===== config.mk =====
export PLATFORM = sky130hd
export DESIGN_NAME = matrix_ram2d
export DESIGN_NICKNAME = d
export VERILOG_FILES = /design/src/rtl/matrix_ram2d.sv
export SDC_FILE = /design/constraint.sdc
export NUM_CORES = 1
export LEC_CHECK = 0
export ABC_CLOCK_PERIOD_IN_PS = 2000
export CORE_MARGIN = 2
export CORE_UTILIZATION = 45
export DETAILED_ROUTE_END_ITERATION = 12
export PLACE_DENSITY = 0.61
export SLEW_MARGIN = 5
export SYNTH_ARGS = -nofsm -noshare
export SYNTH_HDL_FRONTEND = slang
export SYNTH_SLANG_ARGS = --single-unit

===== constraint.sdc =====
create_clock -name clk -period 2 [get_ports clk]
set_input_delay 0.4 -clock clk [delete_from_list [all_inputs] [get_ports clk]]
set_output_delay 0.4 -clock clk [all_outputs]
set_load 0.02 [all_outputs]

===== src/rtl/matrix_ram2d.sv =====
// ROWS x COLS register-file matrix with a synchronous write port, a registered read port
// and a one-entry-per-cycle clear sweep. Optional feature macro: MATRIX_RAM2D_TRANSPOSE_EN.
module matrix_ram2d #(
    parameter int DATA_W = 8,
    parameter int ROWS   = 4,
    parameter int COLS   = 4,
    localparam int ROW_W = (ROWS > 1) ? $clog2(ROWS) : 1,
    localparam int COL_W = (COLS > 1) ? $clog2(COLS) : 1,
    localparam int CNT_W = (ROWS * COLS > 1) ? $clog2(ROWS * COLS) : 1
) (
    input  logic              clk,
    input  logic              rst_n,
    input  logic              wr_en,
    input  logic [ROW_W-1:0]  wr_row,
    input  logic [COL_W-1:0]  wr_col,
    input  logic [DATA_W-1:0] wr_data,
    input  logic              rd_en,
    input  logic [ROW_W-1:0]  rd_row,
    input  logic [COL_W-1:0]  rd_col,
    input  logic              transpose,
    output logic [DATA_W-1:0] rd_data,
    output logic              rd_valid,
    input  logic              clr_req,
    output logic              busy,
    output logic              clr_done
);

    typedef enum logic {IDLE, CLEAR} state_t;

    localparam logic [ROW_W:0]   ROWS_L   = (ROW_W + 1)'(ROWS);
    localparam logic [COL_W:0]   COLS_L   = (COL_W + 1)'(COLS);
    localparam logic [COL_W-1:0] COL_LAST = COL_W'(COLS - 1);
    localparam logic [CNT_W-1:0] CNT_LAST = CNT_W'(ROWS * COLS - 1);

    logic [DATA_W-1:0] mem [ROWS][COLS];

    state_t            state;
    logic [CNT_W-1:0]  clr_cnt;
    logic [ROW_W-1:0]  clr_row;
    logic [COL_W-1:0]  clr_col;

    logic [ROW_W-1:0]  eff_row;
    logic [COL_W-1:0]  eff_col;
    logic              wr_ok;
    logic              rd_ok;
    logic [DATA_W-1:0] rd_word;

`ifdef MATRIX_RAM2D_TRANSPOSE_EN
    // Swapped indices are truncated to the destination field widths before range checking.
    always_comb begin
        eff_row = rd_row;
        eff_col = rd_col;
        if (transpose) begin
            eff_row = ROW_W'(rd_col);
            eff_col = COL_W'(rd_row);
        end
    end
`else
    logic unused_transpose;
    assign unused_transpose = transpose;
    assign eff_row = rd_row;
    assign eff_col = rd_col;
`endif

    assign wr_ok   = wr_en && ({1'b0, wr_row} < ROWS_L) && ({1'b0, wr_col} < COLS_L);
    assign rd_ok   = ({1'b0, eff_row} < ROWS_L) && ({1'b0, eff_col} < COLS_L);
    assign rd_word = rd_ok ? mem[eff_row][eff_col] : '0;

    // Array contents are deliberately not reset; the sweep owns the write port while clearing.
    always_ff @(posedge clk) begin
        if (state == CLEAR) begin
            mem[clr_row][clr_col] <= '0;
        end else if (wr_ok) begin
            mem[wr_row][wr_col] <= wr_data;
        end
    end

    always_ff @(posedge clk or negedge rst_n) begin
        if (!rst_n) begin
            state    <= IDLE;
            clr_cnt  <= '0;
            clr_row  <= '0;
            clr_col  <= '0;
            rd_data  <= '0;
            rd_valid <= 1'b0;
            busy     <= 1'b0;
            clr_done <= 1'b0;
        end else begin
            clr_done <= 1'b0;
            case (state)
                IDLE: begin
                    rd_valid <= rd_en;
                    if (rd_en) begin
                        rd_data <= rd_word;
                    end
                    if (clr_req) begin
                        state   <= CLEAR;
                        busy    <= 1'b1;
                        clr_cnt <= '0;
                        clr_row <= '0;
                        clr_col <= '0;
                    end
                end
                CLEAR: begin
                    rd_valid <= 1'b0;
                    if (clr_cnt == CNT_LAST) begin
                        state    <= IDLE;
                        busy     <= 1'b0;
                        clr_done <= 1'b1;
                    end else begin
                        clr_cnt <= clr_cnt + 1'b1;
                        // Row/column walk alongside the linear count avoids a divider.
                        if (clr_col == COL_LAST) begin
                            clr_col <= '0;
                            clr_row <= clr_row + 1'b1;
                        end else begin
                            clr_col <= clr_col + 1'b1;
                        end
                    end
                end
                default: state <= IDLE;
            endcase
        end
    end

endmodule


== Word level (Yosys, flattened, before mapping) ==
Memory sizes are Yosys's and may differ from the RTL's.
Cells that the tools add are included.
Word-level totals
  register bits: 20
  memories: 1
  ROM bits: 0
  logic and storage cells: 68
  bits in latches: 0
  input bits: 22
  output and inout bits: 11
  RAM bits: 128
Memory list
  mem: words 4, width 32, read ports 1, clocked after Yosys merged registers in 0, wr ports 1, line 35  | logic [DATA_W-1:0] mem [ROWS][COLS];
Cells by class
  eq/ne operators: 6
  reduce and logical (&&, ||, !) cells: 7
  add/sub/neg operators: 3
  order comparisons: 5
  mux-type cells: 34
  multiply operators: 0
  shift-type cells: 0
  bitwise gates (word level): 4
  divide/modulo/power cells: 0
Operators by type and width (count)
  two-way mux 32 bit: 4
  demux 8 bit (select 2 bit): 2
  two-way mux 8 bit: 4
  OR reduction 32 bit: 1
  binary-select mux 8 bit (select 2 bit): 1
  two-way mux 2 bit: 6
  greater-or-equal comparator 3 bit (second input constant): 3
  two-way mux 1 bit: 9
  NOT 2 -> 3 bit: 3
  two-way mux 4 bit: 2
  case mux 2 bit (2 select lines): 2
  case mux 4 bit (2 select lines): 1
  less-than comparator 3 x 1 -> 1 bit (second input constant): 2
  case mux 1 bit (2 select lines): 3
  AND reduction 2 bit: 3
  adder 2 x 1 -> 2 bit (second input constant): 2
  adder 4 x 1 -> 4 bit (second input constant): 1
  == test 4 bit (second input constant): 1
  != test 2 x 1 -> 1 bit (second input constant): 2
  != test 2 bit (second input constant): 2
  AND reduction 3 bit: 1
  == test 2 bit (second input constant): 1
  logical AND 1 bit: 2
  NOT 1 bit: 1

== Longest topological paths before layout ==
  depth in word-level cells: 8
  gate-level depth with buffers: 6
  gate-level depth less buffers: 5

== Worst setup path before layout ==
No wires, ideal clock.
  kind: reg-to-reg
  start point: register state
  end point: memory mem[1][0] in the netlist's numbering, enable pin
  data required time: 1630 ps
  library setup time: 370 ps
  arrival: 1381 ps
  path slack: 249 ps
  buffers on the path: 2
  period minus slack after synthesis: 1751 ps
  stages on the path, launching flop included: 6
  cell sequence: dfrtp_1 -> buf_4 -> nor2b_4 -> buf_2 -> a31oi_1 -> nor2_1
On the way
  word-level cells in the longest chain between the ends: 4
  elaborated cells between the ends (all ways): 7
  classes of those cells: mux (6); reduce/logical (1)
Ends and longest elaborated chain
  start, declared: line 37  | state_t state;
  start signal, assigned: line 80  | state <= IDLE;
  start signal, assigned: line 97  | state <= CLEAR;
  start signal, assigned: line 107  | state <= IDLE;
  two-way mux 1 bit: line 71  | if (state == CLEAR) begin
  two-way mux 32 bit (not written as such): line 74  | mem[wr_row][wr_col] <= wr_data;
  OR reduction 32 bit (no source line)
  two-way mux 2 bit (no source line) / two-way mux 32 bit (equally long branches)
  end, declared: line 35
Parallel ways exist; a longest one is shown, timed or not.

== Worst setup path in the final report ==
  start point: register rd_data[6]
  end point: output port rd_data[6]
RTL lines
  start, declared: line 21  | output logic [DATA_W-1:0] rd_data,
  start signal, assigned: line 94  | rd_data <= rd_word;
No word-level cell between the ends.

==> reports/results.ini <==
[status]
status=finished clean

[clocking]
cts_buffer_depth=2
cts.sinks=148
ctsResizeCount=0
cts_tree=done
clk_pin_slew_ns=0.06
htreeDepth=4
clock-root-buffer=clkbuf_16
cts_buffers=17
hold_buffers=0
post_cts_buffers=0
clk_latency_ns=0.42

[yosys]
synth_compound_area_share_pct=5.33
synth_area_per_cell_um2=15.0
synthesis.area_mm2=0.00608
syn_nets=432
synth_xor_area_share_pct=0
synth_fa_ha_area_share_pct=1.03
synth_top_family_by_area=multiplexers
synth-edff-count=128
yosysTopAreaCell=edfxtp_1
synthDistinctLibCells=32
synth_most_common_cell=edfxtp_1
seq_area_frac_synth_pct=71.5
synth_common_cells=edfxtp_1, mux2i_1, nand2_1
netlist.area_leader.share_pct=63.2
synth_ff_type=edfxtp_1
yosysWarnings=0
synth-seq-cells=148
synth-simple-area-share_pct=8.73
ys_async_sr_fraction_pct=13.5
netlist_instances=405
synthMuxAreaShare_pct=10.5
synthTopCellsByArea=edfxtp_1, mux2i_1, dfrtp_1

[routing]
vias=3637
route.detailed.drc=0
dr.pass1.iters=5
vias_per_cell=5.40
antenna_left=0
wire_per_inst_um=19.6
drt_iter0_drc=217
wirelength_um=13200

[die]
num_io_pins=33
rows=42
die_y_um=120
fp.dieW_um=120
dieArea_mm2=0.0145
initial_core_util_pct=46.1
core_mm2=0.0132

[setup_path]
endpoint_kind=primary output
worstPathCellList=clkdlybuf4s50_1
cp-start-kind=flip-flop
worstSetupPathType=reg -> out
critPathMaxStageDelay_ns=0.63
crit_fanout=2
required_ns=1.60
crit_path_top_delay_cell=clkdlybuf4s50_1
path_delay_family=buffers and inverters
crit_buf_inv=1
arrival_ns=1.43

[sta]
finalSetupTns_ns=0
worst_slew_pin_slew_ns=0.720
relSlewSlack_pct=51.8
finalSetupViolCount=0
max_freq_ghz=0.545
hold_viol=0
final_max_slew_viol_count=0
skew_ns=0.00748
grt_setup_unrepaired=false
fin_crit_ns=1.83
fin_ws_ns=0.167
finalCritPeriodShare_pct=91.7

[place]
io_buffer_count=31
gp_congestion=0.832
dpl-instance-area_mm2=0.00698
hpwlAfterDp_um=8330
dp_slack_ns=-0.183

[finish]
final_area_mm2=0.00768
num_antenna_cells=0
area_delta_synth_final_pct=26.3
fin_nets=511
drive_above_1_share_pct=16.1

[global_routing]
grt_max_degree=33
antenna_found_initial=0
grt_pass1_wl_um=20600
track_usage_pct=19.7
gr-total-overflow=0
grt_pass1_vias=3695

[pwr]
peakVddDrop_mv=0.666
power_density_mw_per_mm2=1380
p_leak_nw=2.94

[min_path]
hold_class=in -> async

[job]
cap_violations=0

-- path summary, 6_finish.rpt --
check / startpoint / endpoint / slack [ns] / depth (start not counted)
worst max-delay path: rd_data[6]$_DFFE_PN0P_ / rd_data[6] / 0.17 / 1
worst min-delay path: rst_n / busy$_DFFE_PN0P_ / 0.33 / 2
worst max register to register: state$_DFF_PN0_ / mem[1][30]$_DFFE_PP_ / 0.18 / 7
worst min register to register: rd_data[4]$_DFFE_PN0P_ / rd_data[4]$_DFFE_PN0P_ / 0.48 / 2
max in group asynchronous: rst_n / rd_data[4]$_DFFE_PN0P_ / 1.41 / 2
min in group clk: rd_data[4]$_DFFE_PN0P_ / rd_data[4]$_DFFE_PN0P_ / 0.48 / 2
-- routing by layer --
| layer | global-route usage, % | wire, um |
|---|---|---|
| met5 | 0 | 0 |
| met3 | 4.72 | 711 |
| met2 | 29.9 | 6330 |
| met1 | 27.2 | 5850 |
| met4 | 8.72 | 337 |
-- cells by family after synthesis --
logic type	count (synthesis)
flops	148
simple gates	113
buf+inv	27
compound gates	48
fa+ha+maj	5
mux	64
-- flip-flops by register name, indices dropped and copies added, names as in the netlist --
| name | count |
|---|---|
| rd_data | 8 |
| clr_cnt | 4 |
| mem | 128 |
| busy | 1 |
| clr_done | 1 |
| clr_col | 2 |
| state | 1 |
| rd_valid | 1 |
| clr_row | 2 |
-- power breakdown --
part / switching, W / internal [W] / total [W]
combinational: 0.00136 / 0.000994 / 0.00235
clock: 0.00116 / 0.00256 / 0.00372
sequential: 0.000295 / 0.00421 / 0.00451
total: 0.00281 / 0.00776 / 0.0106
-- per-stage QoR --
stage               util (%)  std cells  hold slack, ns  total power, W
floorplan                  -        405           0.104         0.00579
global placement        52.9        641           0.463         0.00684
detailed placement      52.9        641           0.471         0.00693
CTS                     58.2        673           0.331          0.0107
global route            58.2        673           0.393          0.0111
finish                  58.2        673           0.334          0.0106
-- cells in the final DEF, fill, tap and decap left out, drive strengths merged, types with 4 or more instances in the layout --
| cell | count |
|---|---|
| nor3 | 4 |
| inv | 9 |
| nand2 | 39 |
| nor2 | 24 |
| clkbuf | 22 |
| o21ai | 5 |
| a21oi | 12 |
| ha | 5 |
| a31oi | 5 |
| and2 | 10 |
| nand3 | 20 |
| buf | 48 |
| dfrtp | 20 |
| edfxtp | 128 |
| bufinv | 7 |
| clkdlybuf4s50 | 30 |
| nand4 | 6 |
| a22oi | 18 |
| mux2i | 64 |
-- cell type report --
class,instances,area [um^2]
clock buffers,22,474
clock inverters,10,224
fillers,1015,5510
inverters,9,33.8
multi-input cells,230,1560
flip-flops and latches,148,4340
well taps,176,220
repair buffers,78,823
Power figures use the tool's default switching activity.
==> RTL change 1 (config.mk and constraints unchanged) <==
Add a define of `MATRIX_RAM2D_TRANSPOSE_EN`.
--- a/src/rtl/matrix_ram2d.sv
+++ b/src/rtl/matrix_ram2d.sv
@@ -1,4 +1,6 @@
 // ROWS x COLS register-file matrix with a synchronous write port, a registered read port
 // and a one-entry-per-cycle clear sweep. Optional feature macro: MATRIX_RAM2D_TRANSPOSE_EN.
+`define MATRIX_RAM2D_TRANSPOSE_EN
+
 module matrix_ram2d #(
     parameter int DATA_W = 8,
Function: changed (Yosys sat finds a counterexample within 4 cycles, from zero or initial values and one cycle with rst_n low).
==> RTL change 1 against the original RTL <==
- total power shrank 1.8%
- first-iteration DRC count increased by 110%
- sequential share of layout area fell by 6.7 points
- sequential cell count did not move
- setup slack got worse by 0.089 ns
- routed wire length rose by 37%
- area after synthesis is 18% higher
- synthesized cell count increased by 56%
- fmax shrank 4.6%
- final area grew 13%
- worst hold slack better by 0.0049 ns
- via count grew 43%
- critical endpoint is now rd_data[7]
==> RTL change 1: results (changes against the original RTL) <==
synth_xor_area_share_pct: 0  # unchanged
ys_warn_count: 0  # unchanged
peakVddDrop_mv: 0.7159  # +7.6%
synthTopCellsByArea: "edfxtp_1 (54%), nor2b_1 (11%), dfrtp_1 (7.0%), o22ai_1 (5.6%), a221oi_1 (3.9%)"
avgSynthCellArea_sq_um: 11.36  # -24%
gp_congestion: 0.8331  # +0.19%
placed_cell_area_sq_um: 8104  # +16%
async_flop_share_pct: 13.51  # unchanged
seq_area_frac_synth_pct: 60.50  # -11 points
wl_per_cell_microns: 19.34  # -1.5%
yosysUniqueCellTypes: 38  # +19%
worst_pin_slew_ns: 0.7725  # +0.05218 ns
synthTopCellsByCount: "edfxtp_1 (128), nor2b_1 (127), o22ai_1 (64)"
cts_buffers: 17  # unchanged
reg_top3: "mem (128), rd_data (8), clr_cnt (4)"
yosys.area_share.adder_pct: 0.8712  # -0.16 points
leakage_nw: 3.228  # +9.7%
cts-root-buf: "clkbuf_16"
slowest_stage: "clkdlybuf4s50_1"
fin_setup_tns_ns: 0  # unchanged
worstSkewPairLatency_ns: 0.43
fin_worst_skew_ns: 0.01012  # +0.002646 ns
drtPass1Iterations: 5  # unchanged
port_buffers: 32  # +3.2%
synthFlopType: "edfxtp_1"
synth_nets: 659  # +53%
grt_max_degree: 33  # unchanged
clockBufferDepth: 2  # unchanged
via_per_inst: 5.577  # +3.2%
num_vias: 5203  # +43%
post-place-cells: 901  # +41%
muxShareOfSynthArea_pct: 0.5053  # -10 points
drtIter0Drc: 456  # +110%
place_hpwl_microns: 11820  # +42%
grt_pass1_wl_microns: 27990  # +36%
antenna_found_initial: 0  # unchanged
post-place-ws_ns: -0.4942  # -0.3113 ns
drive_above_1_share_pct: 14.37  # -1.7 points
layout.nets: 731  # +43%
arrival_ns: 2.26  # +0.83 ns
grt_usage_pct: 22.61  # +2.9 points
antenna_cells: 0  # unchanged
status: "complete, no violations"
path_max_fanout: 12  # +10
hold_class: "in2async"
setup_viol: 0  # unchanged
cp_slowest_stage_delay_ns: 0.46  # -0.17 ns
cts_htree_levels: 4  # unchanged
synth_compound_area_share_pct: 15.84  # +11 points
clkTransAtPathRegs_ns: 0.06  # about the same
-- RTL change 1: cell types whose count changed in the layout (fill, tap and decap cells not counted), moves of 14 or more --
cell / unedited run / this run
a221oi_1: 0 / 28
buf_4: 35 / 50
inv_1: 9 / 56
mux2i_1: 64 / 1
nand2_1: 39 / 25
nand3_1: 20 / 2
nor2b_1: 2 / 127
o21ai_0: 3 / 27
o22ai_1: 0 / 64
-- RTL change 1: critical path: cells and delay by family --
family / cells / cell delay (ns)
AND/OR/NAND/NOR: 1 / 0.16
buffers and inverters: 3 / 0.89
AO/OA/AOI/OAI: 4 / 0.81
-- RTL change 1: layout make-up --
cell class,instances,area [sq um]
flip-flops and latches,148,4344
well taps,216,270.3
fillers,1327,7007
clock inverters,14,128.9
repair buffers,90,848.3
multi-input cells,391,2475
inverters,56,210.2
clock buffers,18,429.2
-- RTL change 1: final timing paths --
kind                                 from          to  slack [ns]  cells after the start
worst max-delay path            rd_row[1]  rd_data[7]        0.08                      8
worst min-delay path                rst_n  clr_col[1]        0.34                      2
worst max register to register      state  mem[3][11]        0.22                      3
worst min register to register       busy        busy        0.51                      2
max in group asynchronous           rst_n  rd_data[1]        1.41                      2
min in group clk                     busy        busy        0.51                      2
-- RTL change 1: metal layers --
metal  GRT usage, %  share of wire [%]  vias to the layer above
li1               -                  -                     2447
met1          29.25                 44                     2574
met2          36.93                 48                      146
met3          4.264                4.5                       36
met4          10.88                3.2                        0
met5              0                  0                        -
-- RTL change 1: where the power goes --
part           total (mW)  internal [mW]  switching [mW]
clock                3.01           1.72            1.30
combinational        2.78           1.17            1.61
sequential           4.59           4.24           0.352
-- RTL change 1: what timing repair did --
item	4_1_cts	5_1_grt
endpoints found under the setup margin	2	5
gates resized for setup	3	5
setup buffers	0	0
==> RTL change 2 (same settings) <==
Without the edit above. Register the inputs `wr_en`, `wr_row`, `wr_col`, `wr_data`, `rd_en` and `clr_req` before use, without a reset. The logic sees them one clock later. The other inputs are not delayed to match.
--- a/src/rtl/matrix_ram2d.sv
+++ b/src/rtl/matrix_ram2d.sv
@@ -33,4 +33,20 @@
     localparam logic [CNT_W-1:0] CNT_LAST = CNT_W'(ROWS * COLS - 1);
 
+    logic wr_en_q;
+    logic [ROW_W-1:0] wr_row_q;
+    logic [COL_W-1:0] wr_col_q;
+    logic [DATA_W-1:0] wr_data_q;
+    logic rd_en_q;
+    logic clr_req_q;
+
+    always_ff @(posedge clk) begin
+        wr_en_q   <= wr_en;
+        wr_row_q  <= wr_row;
+        wr_col_q  <= wr_col;
+        wr_data_q <= wr_data;
+        rd_en_q   <= rd_en;
+        clr_req_q <= clr_req;
+    end
+
     logic [DATA_W-1:0] mem [ROWS][COLS];
 
@@ -63,5 +79,5 @@
 `endif
 
-    assign wr_ok   = wr_en && ({1'b0, wr_row} < ROWS_L) && ({1'b0, wr_col} < COLS_L);
+    assign wr_ok   = wr_en_q && ({1'b0, wr_row_q} < ROWS_L) && ({1'b0, wr_col_q} < COLS_L);
     assign rd_ok   = ({1'b0, eff_row} < ROWS_L) && ({1'b0, eff_col} < COLS_L);
     assign rd_word = rd_ok ? mem[eff_row][eff_col] : '0;
@@ -72,5 +88,5 @@
             mem[clr_row][clr_col] <= '0;
         end else if (wr_ok) begin
-            mem[wr_row][wr_col] <= wr_data;
+            mem[wr_row_q][wr_col_q] <= wr_data_q;
         end
     end
@@ -90,9 +106,9 @@
             case (state)
                 IDLE: begin
-                    rd_valid <= rd_en;
-                    if (rd_en) begin
+                    rd_valid <= rd_en_q;
+                    if (rd_en_q) begin
                         rd_data <= rd_word;
                     end
-                    if (clr_req) begin
+                    if (clr_req_q) begin
                         state   <= CLEAR;
                         busy    <= 1'b1;
Formal check against the unedited RTL: not equivalent (Yosys sat finds a counterexample within 4 cycles, from zero or initial values and one cycle with rst_n low).
==> RTL change 2 against the original RTL <==
- setup slack got worse by 0.12 ns
- combinational power down 8.5%
- core utilization decreased by 3.8 points
- final area decreased by 1.6%
- routed wire length shrank 5.7%
- sequential share of layout area grew 4.9 points
- sequential cell count rose by 15
- area after synthesis up 4.9%
- total power decreased by 7.3%
- critical endpoint is now mem[0][12]
- largest power group unchanged
- highest routed layer unchanged
==> RTL change 2: results (changes against the original RTL) <==
post_cts_buffers: 0  # unchanged
gp_congestion: 0.7787  # -6.3%
hold_class: "in2async"
wl_met1_microns: 5366  # -8.2%
top_layer: "met4"
grt_max_degree: 23  # -30%
post-place-ws_ns: 0.03451  # +0.2174 ns
drtIter0Drc: 259  # +19%
peakVddDrop_mv: 0.8331  # +25%
path_max_fanout: 8  # +6
drive_above_1_share_pct: 12.70  # -3.4 points
syn2layout_area_growth_pct: 18.48
grt_usage_pct: 18.26  # -1.4 points
drt_wl_total_microns: 12470  # -5.7%
avgSynthCellArea_sq_um: 15.18  # +1.2%
yosysUniqueCellTypes: 33  # +3.1%
async_flop_share_pct: 12.27  # -1.2 points
antenna_cells: 0  # unchanged
met3_usage_pct: 4.705  # -0.012 points
placed_cell_area_sq_um: 7004  # +0.36%
arrival_ns: 2.05  # +0.62 ns
relSlewSlack_pct: 49.84  # -2.0 points
synthTopCellsByCount: "edfxtp_1 (128), mux2i_1 (64), nand2_1 (39)"
instances_no_fill: 668  # -0.74%
layout.nets: 502  # -1.8%
fin_worst_skew_ns: 0.005152  # -0.002323 ns
drtPass1Iterations: 4  # -1
cts_resized: 2  # +2
met3_length_microns: 855  # +20%
synth_nets: 447  # +3.5%
synthTopCellsByArea: "edfxtp_1 (60%), mux2i_1 (10%), dfrtp_1 (7.8%), dfxtp_1 (4.7%), nand2_1 (2.3%)"
leakage_nw: 2.825  # -4.0%
via_per_inst: 5.223  # -3.4%
synth_edf_count: 128  # unchanged
post-place-cells: 636  # -0.78%
ys_warn_count: 0  # unchanged
grt_pass1_vias: 3453  # -6.5%
use_met1_pct: 24.95  # -2.2 points
met2_length_microns: 6002  # -5.1%
grt_pass1_wl_microns: 19490  # -5.3%
grt_util_met2_pct: 27.76  # -2.1 points
cts_htree_levels: 4  # unchanged
seq_area_frac_synth_pct: 72.83  # +1.3 points
place_hpwl_microns: 8299  # -0.36%
reg_top3: "mem (128), rd_data (8), wr_data_q (8)"
status: "complete, no violations"
==> RTL change 2: cell count changes in the layout (fill, tap and decap cells not counted), sizes merged <==
cell,unedited run,this run
dfxtp,0,15
clkinv,3,9
buf,48,24
bufinv,7,1
==> RTL change 2: logic make-up (layout without fill, tap and decap cells) <==
logic type / count (synthesis) / count (layout) / synth area share, %
flip-flops: 163 / 163 / 72.83
buffers and inverters: 27 / 95 / 2.747
AND/OR/NAND/NOR: 113 / 113 / 8.319
adder cells (fa/ha/maj): 5 / 5 / 0.9810
multiplexers: 64 / 64 / 10.05
AO/OA/AOI/OAI: 48 / 48 / 5.082
==> RTL change 2: area by class of cell <==
class	count	area, sq um
clock inverters	10	66.31
clock buffers	22	444.2
multi-input cells	230	1599
inverters	9	33.78
repair buffers	54	543.0
flip-flops and latches	163	4644
well taps	180	225.2
fillers	1159	6325
==> RTL change 2: power breakdown <==
part	switching, mW	internal, mW	leakage, nW
Clock	1.17	1.67	0.248
Sequential	0.278	4.53	1.55
Combinational	1.35	0.802	1.03
Total	2.80	7.01	2.83
==> RTL change 2: worst paths after layout <==
| path | to | slack (ns) | cells past startpoint | start |
|---|---|---|---|---|
| max in group asynchronous | rd_data[2] | 1.39 | 2 | rst_n |
| worst min-delay path | rd_data[0] | 0.36 | 2 | rst_n |
| min in group clk | wr_col_q[1] | 0.42 | 1 | wr_col[1] |
| worst max-delay path | mem[0][12] | 0.05 | 4 | state |
| worst max register to register | mem[0][12] | 0.05 | 4 | state |
| worst min register to register | rd_data[4] | 0.47 | 2 | rd_data[4] |
==> RTL change 2: worst max-delay path, stage by stage, from the launching register on <==
cell	delay, ns
dfrtp_1	0.44
nor2b_4	0.23
nor3_1	0.06
a31oi_1	0.57
nor2_1	0.33
